[src/rtl/snes_pkg.sv]
// Shared SNES pad definitions: button bit positions, FSM encoding and frame length.
// Also used by the host-side controller reader.
package snes_pkg;

    localparam int BTN_B      = 0;
    localparam int BTN_Y      = 1;
    localparam int BTN_SELECT = 2;
    localparam int BTN_START  = 3;
    localparam int BTN_UP     = 4;
    localparam int BTN_DOWN   = 5;
    localparam int BTN_LEFT   = 6;
    localparam int BTN_RIGHT  = 7;
    localparam int BTN_A      = 8;
    localparam int BTN_X      = 9;
    localparam int BTN_L      = 10;
    localparam int BTN_R      = 11;

    localparam int NUM_BUTTONS    = 12;
    localparam int FRAME_BITS_DEF = 16;

    typedef logic [1:0] pad_state_t;

    localparam logic [1:0] ST_IDLE  = 2'd0;
    localparam logic [1:0] ST_LOAD  = 2'd1;
    localparam logic [1:0] ST_SHIFT = 2'd2;
    localparam logic [1:0] ST_DONE  = 2'd3;

endpackage

[src/rtl/snes_pad_emulator_if.sv]
// Pad-side bus: host shift clock/latch and button inputs, serial line and status outputs.
interface snes_pad_emulator_if;
    import snes_pkg::*;

    logic                   snes_clk;
    logic                   data_latch;
    logic [NUM_BUTTONS-1:0] button_data;
    logic                   serial_data;
    logic                   busy;
    logic                   frame_done;
    logic                   proto_err;

    modport master (
        output snes_clk, data_latch, button_data,
        input  serial_data, busy, frame_done, proto_err
    );

    modport slave (
        input  snes_clk, data_latch, button_data,
        output serial_data, busy, frame_done, proto_err
    );

endinterface

[src/rtl/snes_pad_emulator_sync_edge.sv]
// Multi-flop synchronizer for one asynchronous input, followed by an edge-detect flop
// producing single-cycle rise/fall pulses.
module sync_edge #(
    parameter int   STAGES  = 2,
    parameter logic RST_VAL = 1'b0
) (
    input  logic clk,
    input  logic rst,
    input  logic i_async,
    output logic o_rise,
    output logic o_fall
);

    logic [STAGES-1:0] r_sync;
    logic              r_prev;

    always_ff @(posedge clk or posedge rst) begin
        if (rst) begin
            r_sync <= {STAGES{RST_VAL}};
            r_prev <= RST_VAL;
        end else begin
            r_sync <= {r_sync[STAGES-2:0], i_async};
            r_prev <= r_sync[STAGES-1];
        end
    end

    assign o_rise = r_sync[STAGES-1] & ~r_prev;
    assign o_fall = ~r_sync[STAGES-1] & r_prev;

endmodule

[src/rtl/snes_pad_emulator.sv]
// SNES controller emulator: latches the button word on the host latch pulse and
// shifts it out LSB-first, active-low, on host shift-clock rising edges.
module snes_pad_emulator import snes_pkg::*; #(
    parameter int SYNC_STAGES = 2,
    parameter int FRAME_BITS  = FRAME_BITS_DEF
) (
    input  logic                      clk,
    input  logic                      reset,
    snes_pad_emulator_if.slave        pad
);

    localparam logic [3:0] LAST_BIT = 4'(FRAME_BITS - 1);

    logic                  w_clk_rise;
    logic                  w_clk_fall;
    logic                  w_lat_rise;
    logic                  w_lat_fall;
    logic [FRAME_BITS-1:0] w_load;
    pad_state_t            w_state_nxt;

    pad_state_t            r_state;
    logic [FRAME_BITS-1:0] r_shift;
    logic [3:0]            r_cnt;
    logic                  r_serial;
    logic                  r_busy;
    logic                  r_done;
    logic                  r_perr;

    sync_edge #(.STAGES(SYNC_STAGES), .RST_VAL(1'b1)) u_sync_clk (
        .clk     (clk),
        .rst     (reset),
        .i_async (pad.snes_clk),
        .o_rise  (w_clk_rise),
        .o_fall  (w_clk_fall)
    );

    sync_edge #(.STAGES(SYNC_STAGES), .RST_VAL(1'b0)) u_sync_lat (
        .clk     (clk),
        .rst     (reset),
        .i_async (pad.data_latch),
        .o_rise  (w_lat_rise),
        .o_fall  (w_lat_fall)
    );

    // Unused upper frame bits read as released buttons.
    assign w_load = {{(FRAME_BITS-NUM_BUTTONS){1'b1}}, ~pad.button_data};

    always_comb begin
        w_state_nxt = r_state;
        case (r_state)
            ST_IDLE:  if (w_lat_rise) w_state_nxt = ST_LOAD;
            ST_LOAD:  if (w_lat_fall) w_state_nxt = ST_SHIFT;
            ST_SHIFT: begin
                // A latch edge aborts the frame, even if a shift edge lands in the same cycle.
                if (w_lat_rise)
                    w_state_nxt = ST_LOAD;
                else if (w_clk_rise && r_cnt == LAST_BIT)
                    w_state_nxt = ST_DONE;
            end
            default:  w_state_nxt = w_lat_rise ? ST_LOAD : ST_IDLE;
        endcase
    end

    always_ff @(posedge clk or posedge reset) begin
        if (reset) begin
            r_state  <= ST_IDLE;
            r_shift  <= '1;
            r_cnt    <= '0;
            r_serial <= 1'b0;
            r_busy   <= 1'b0;
            r_done   <= 1'b0;
            r_perr   <= 1'b0;
        end else begin
            r_state <= w_state_nxt;
            case (r_state)
                ST_LOAD: begin
                    r_shift <= w_load;
                    r_cnt   <= '0;
                end
                ST_SHIFT: begin
                    if (!w_lat_rise && w_clk_rise && r_cnt != LAST_BIT) begin
                        r_shift <= {1'b0, r_shift[FRAME_BITS-1:1]};
                        r_cnt   <= r_cnt + 4'd1;
                    end
                end
                default: ;
            endcase
            r_serial <= (r_state == ST_LOAD || r_state == ST_SHIFT) ? r_shift[0] : 1'b0;
            r_busy   <= (w_state_nxt == ST_LOAD || w_state_nxt == ST_SHIFT);
            r_done   <= (w_state_nxt == ST_DONE) && (r_state != ST_DONE);
            // Host must not clock while the latch is high; remember it until reset.
            r_perr   <= r_perr | ((r_state == ST_LOAD) && w_clk_fall);
        end
    end

    assign pad.serial_data = r_serial;
    assign pad.busy        = r_busy;
    assign pad.frame_done  = r_done;
    assign pad.proto_err   = r_perr;

endmodule

[src/flat_wrapper.sv]
// flat-port wrapper written by rule: the top's interface ports become plain ports
module snes_pad_emulator_flat import snes_pkg::*;
#(
    parameter int SYNC_STAGES = 2,
    parameter int FRAME_BITS  = FRAME_BITS_DEF
)
  (clk, reset, pad_snes_clk, pad_data_latch, pad_button_data, pad_serial_data, pad_busy, pad_frame_done, pad_proto_err);
  snes_pad_emulator_if pad_i ();
  input  logic clk;
  input  logic reset;
  input wire logic [$bits(pad_i.snes_clk)-1:0] pad_snes_clk;
  input wire logic [$bits(pad_i.data_latch)-1:0] pad_data_latch;
  input wire logic [$bits(pad_i.button_data)-1:0] pad_button_data;
  output wire logic [$bits(pad_i.serial_data)-1:0] pad_serial_data;
  output wire logic [$bits(pad_i.busy)-1:0] pad_busy;
  output wire logic [$bits(pad_i.frame_done)-1:0] pad_frame_done;
  output wire logic [$bits(pad_i.proto_err)-1:0] pad_proto_err;
  assign pad_i.snes_clk = pad_snes_clk;
  assign pad_i.data_latch = pad_data_latch;
  assign pad_i.button_data = pad_button_data;
  assign pad_serial_data = pad_i.serial_data;
  assign pad_busy = pad_i.busy;
  assign pad_frame_done = pad_i.frame_done;
  assign pad_proto_err = pad_i.proto_err;
  snes_pad_emulator #(.SYNC_STAGES(SYNC_STAGES), .FRAME_BITS(FRAME_BITS)) u_core (.clk(clk), .reset(reset), .pad(pad_i));
endmodule
[config.mk]
export PLATFORM = sky130hd
export DESIGN_NAME = snes_pad_emulator_flat
export DESIGN_NICKNAME = d
export VERILOG_FILES = /design/src/rtl/snes_pkg.sv /design/src/rtl/snes_pad_emulator_if.sv /design/src/rtl/snes_pad_emulator_sync_edge.sv /design/src/rtl/snes_pad_emulator.sv /design/src/flat_wrapper.sv
export SDC_FILE = /design/constraint.sdc
export NUM_CORES = 1
export LEC_CHECK = 0
export BUFFER_PORTS_ARGS = -buffer_cell sky130_fd_sc_hd__buf_2
export CAP_MARGIN = 0
export CORE_MARGIN = 1
export CORE_UTILIZATION = 59
export CTS_BUF_LIST = sky130_fd_sc_hd__clkbuf_2 sky130_fd_sc_hd__clkbuf_4 sky130_fd_sc_hd__clkbuf_8
export CTS_CLUSTER_SIZE = 24
export DETAILED_ROUTE_END_ITERATION = 8
export GPL_TIMING_DRIVEN = 0
export PLACE_DENSITY = 0.81
export RECOVER_POWER = 25
export SYNTH_ARGS = -nofsm -noshare
export SYNTH_HDL_FRONTEND = slang
export SYNTH_SLANG_ARGS = --single-unit
[constraint.sdc]
create_clock -name clk -period 2.2 [get_ports clk]
set_input_delay 0 -clock clk [delete_from_list [all_inputs] [get_ports clk]]
set_output_delay 0 -clock clk [all_outputs]
set_load 0.005 [all_outputs]
==> run metrics <==
via count of the first global-routing pass around 1.0k; CTS tree done; highest clock frequency the design can meet 502.3 MHz; number of DRC violations after detailed routing 0; synthesized area divided by synthesized cell count 11.78 um^2; share of final-layout standard cells stronger than drive strength 1 between 30% and 40%; Crit path arrival time ~2.2 ns; Synth Flop Type sky130_fd_sc_hd__dfstp_2; leak pwr a little over 0.0008 uW; floorplan die height between 50 and 60 um; total detailed-routing wirelength approximately 2600 um; start point of the worst min-delay path pad_button_data[5]; most area-consuming cells after synthesis sky130_fd_sc_hd__dfstp_2, sky130_fd_sc_hd__dfrtp_1, sky130_fd_sc_hd__mux2_4; number of warning messages in the yosys log 0; fin. max-slew vios 0; critical path launch point type flip-flop; maximum number of pins on one net before global-route repair 33; Least-Margin Pin Slew 1.162 ns; Vias 1,022; number of distinct library cells after synthesis 32; register area share after synthesis 54.24%; clock transition at the registers of the reported paths around 0.090 ns; initial core utilization 61.93%; port buffer count 19; Hold Slack ~0.043 ns; global route total overflow 0; dominant cell type by area after synthesis sky130_fd_sc_hd__dfstp_2; reg2reg start u_core.r_state[0]$_DFF_PP0_; number of buffers added by the clock tree synthesis step 5; kind of capture point of the worst setup path flip-flop; remaining antenna violation count after routing 0; Tcrit/Tclk final roughly nine tenths; core area between 2000 and 2500 um^2; RSZ-0062 raised after global routing false; number of optimization iterations in the first detailed-route pass 6; proportion of synthesized flip-flops having asynchronous set or reset 100.0%; site row count 18; synthesized instance count ~130; setup slack after layout 0.2090 ns; worst max-slew margin expressed relative to the limit ~22%; max cap viols 0; CP Class reg -> reg; number of flip-flops and latches in the synthesized netlist 32; outcome finished clean; min Tclk post-route 1.991 ns; Synth Net Count 151; clock latency on the worst-skew pair about 0.33 ns; final hold violation count 0; Met2 Routed Length 1275 um; die width approximately 53 um; met1 wire length ~1200 um; global-route wire length before repair approximately 4300 um; number of antenna violations at the first check in global routing 0; count of pins on the block boundary 20; sum of internal, switching and leakage power 2022 uW; GRT Resource Usage Total a little under a quarter; layout overhead on the synthesized area 16.21%; Hold WC Path Type in -> reg; number of nets in the final layout between 150 and 200; setup TNS after final layout 0 ns; critical-path maximum fanout 10; vias per cell 5.351; highest ir drop seen on vdd ~0.76 mV; total clock sinks 32; clock tree root driver cell sky130_fd_sc_hd__clkbuf_4; Ant. Diodes 0; HPWL after DPL ~1800 um; total setup violations reported at the end of the flow 0; final clock skew approximately 0.0069 ns; cell area after synthesis around 1500 um^2; cell area reported after detailed placement between 1500 and 2000 um^2; average detailed-routed wire length per instance 13.73 um; number of enable flip-flop cells after synthesis 0; full die area around 2800 um^2; Bufs on Longest Clock Path 2; worst slack after detailed placement 0.2050 ns; P per Cell Area ~1100 nW/um^2; 1st-iter DRT viols 12; required time at the endpoint of the critical path 2.43 ns; Top Layer Used met4; met3 routed wirelength about 100 um; start point of the critical path u_core.r_state[0]$_DFF_PP0_; placer congestion estimate approximately 0.80; CTS H-Tree Depth 2; design area between 1500 and 2000 um^2; share of the synthesized area in the top cell type 32.84%
## area by class of cell
type	count	area [um^2]
buffer	5	35.03
fill	188	688.2
multi-input combinational	84	630.6
inverter	8	30.03
clock buffer	8	66.31
tap	30	37.54
timing repair buffer	24	142.6
sequential	32	824.5
## layer usage
metal  vias up  GRT usage [%]
met5         -              0
met4         0          17.11
met3        10          6.087
met2        21          37.97
met1       486          24.21
li1        505              -
## cell usage in the layout, fill, tap and decap left out, types with 2 or more instances in the layout
cell,n
sky130_fd_sc_hd__mux2i_1,4
sky130_fd_sc_hd__clkbuf_1,4
sky130_fd_sc_hd__o22ai_1,2
sky130_fd_sc_hd__nor2b_1,4
sky130_fd_sc_hd__buf_2,18
sky130_fd_sc_hd__mux2_4,7
sky130_fd_sc_hd__nand4_1,2
sky130_fd_sc_hd__dlygate4sd3_1,5
sky130_fd_sc_hd__ha_1,6
sky130_fd_sc_hd__nor2_1,4
sky130_fd_sc_hd__dfstp_2,18
sky130_fd_sc_hd__buf_6,2
sky130_fd_sc_hd__inv_1,8
sky130_fd_sc_hd__o21ai_0,14
sky130_fd_sc_hd__mux2_2,5
sky130_fd_sc_hd__nand2b_1,2
sky130_fd_sc_hd__nand3_1,3
sky130_fd_sc_hd__clkbuf_4,7
sky130_fd_sc_hd__dfrtp_1,13
sky130_fd_sc_hd__nand2_1,16
## synth_stat cells (2+ instances only)
cell and instances:
sky130_fd_sc_hd__buf_6 2, sky130_fd_sc_hd__clkbuf_1 2, sky130_fd_sc_hd__dfrtp_1 13, sky130_fd_sc_hd__dfstp_2 19, sky130_fd_sc_hd__ha_1 6, sky130_fd_sc_hd__inv_1 8
sky130_fd_sc_hd__mux2_2 5, sky130_fd_sc_hd__mux2_4 7, sky130_fd_sc_hd__mux2i_1 4, sky130_fd_sc_hd__nand2_1 16, sky130_fd_sc_hd__nand2b_1 2, sky130_fd_sc_hd__nand3_1 3
sky130_fd_sc_hd__nand4_1 2, sky130_fd_sc_hd__nor2_1 4, sky130_fd_sc_hd__nor2b_1 4, sky130_fd_sc_hd__o21ai_0 15, sky130_fd_sc_hd__o22ai_1 2
## repair_timing
action | in CTS | in global routing
hold buffers | 5 | 0
endpoints found under the setup margin | 0 | 1
buffers inserted | 0 | 0
hold endpoints to repair | 17 | 0
resized for setup | 0 | 1
## worst max-delay path, stage by stage, from the launching register on
cell,delay [ns]
sky130_fd_sc_hd__dfrtp_1,0.43
sky130_fd_sc_hd__inv_1,0.10
sky130_fd_sc_hd__ha_1,0.17
sky130_fd_sc_hd__buf_6,0.14
sky130_fd_sc_hd__clkbuf_1,0.36
sky130_fd_sc_hd__o21ai_1,0.13
sky130_fd_sc_hd__o21ai_0,0.09
sky130_fd_sc_hd__o2bb2ai_1,0.19
sky130_fd_sc_hd__ha_1,0.27
## sequential cells by signal (all words and copies together) (netlist names)
signal,flops
u_core.pad.busy,1
u_core.pad.frame_done,1
u_core.pad.proto_err,1
u_core.pad.serial_data,1
u_core.r_cnt,4
u_core.r_shift,16
u_core.r_state,2
u_core.u_sync_clk.r_prev,1
u_core.u_sync_clk.r_sync,2
u_core.u_sync_lat.r_prev,1
u_core.u_sync_lat.r_sync,2
## logic make-up after synthesis
| logic type | after synthesis | synth area share (%) |
|---|---|---|
| adder cells (fa/ha/maj) | 6 | 4.938 |
| XOR/XNOR | 2 | 1.152 |
| AND/OR/NAND/NOR | 36 | 11.69 |
| AO/OA/AOI/OAI | 24 | 10.45 |
| flip-flops | 32 | 54.24 |
| multiplexers | 16 | 13.25 |
| buffers and inverters | 13 | 4.280 |
## per-stage QoR
| step | utilization [%] | cells |
|---|---|---|
| 3_3_place_gp | 67.33 | 178 |
| 2_1_floorplan | - | 129 |
| 6_report | 71.97 | 191 |
| 4_1_cts | 72.07 | 191 |
| 5_1_grt | 71.97 | 191 |
| 3_5_place_dp | 67.33 | 178 |
## report_power, final
part | total, uW | switching, uW | internal [uW]
registers | 974 | 104 | 870
logic | 678 | 316 | 362
clock network | 370 | 188 | 182
## path summary, 6_finish.rpt
check / to / slack [ns] / depth (start not counted)
max: u_core.pad.busy$_DFF_PP0_ / 0.21 / 8
min: u_core.r_shift[5]$_DFFE_PP1P_ / 0.04 / 3
max reg2reg: u_core.pad.busy$_DFF_PP0_ / 0.21 / 8
min reg2reg: u_core.u_sync_lat.r_sync[1]$_DFF_PP0_ / 0.35 / 0
max in group asynchronous: u_core.pad.proto_err$_DFF_PP0_ / 0.98 / 3
min in group asynchronous: u_core.r_state[1]$_DFF_PP0_ / 0.52 / 3
Note: power is estimated with default switching activity, not from simulation.
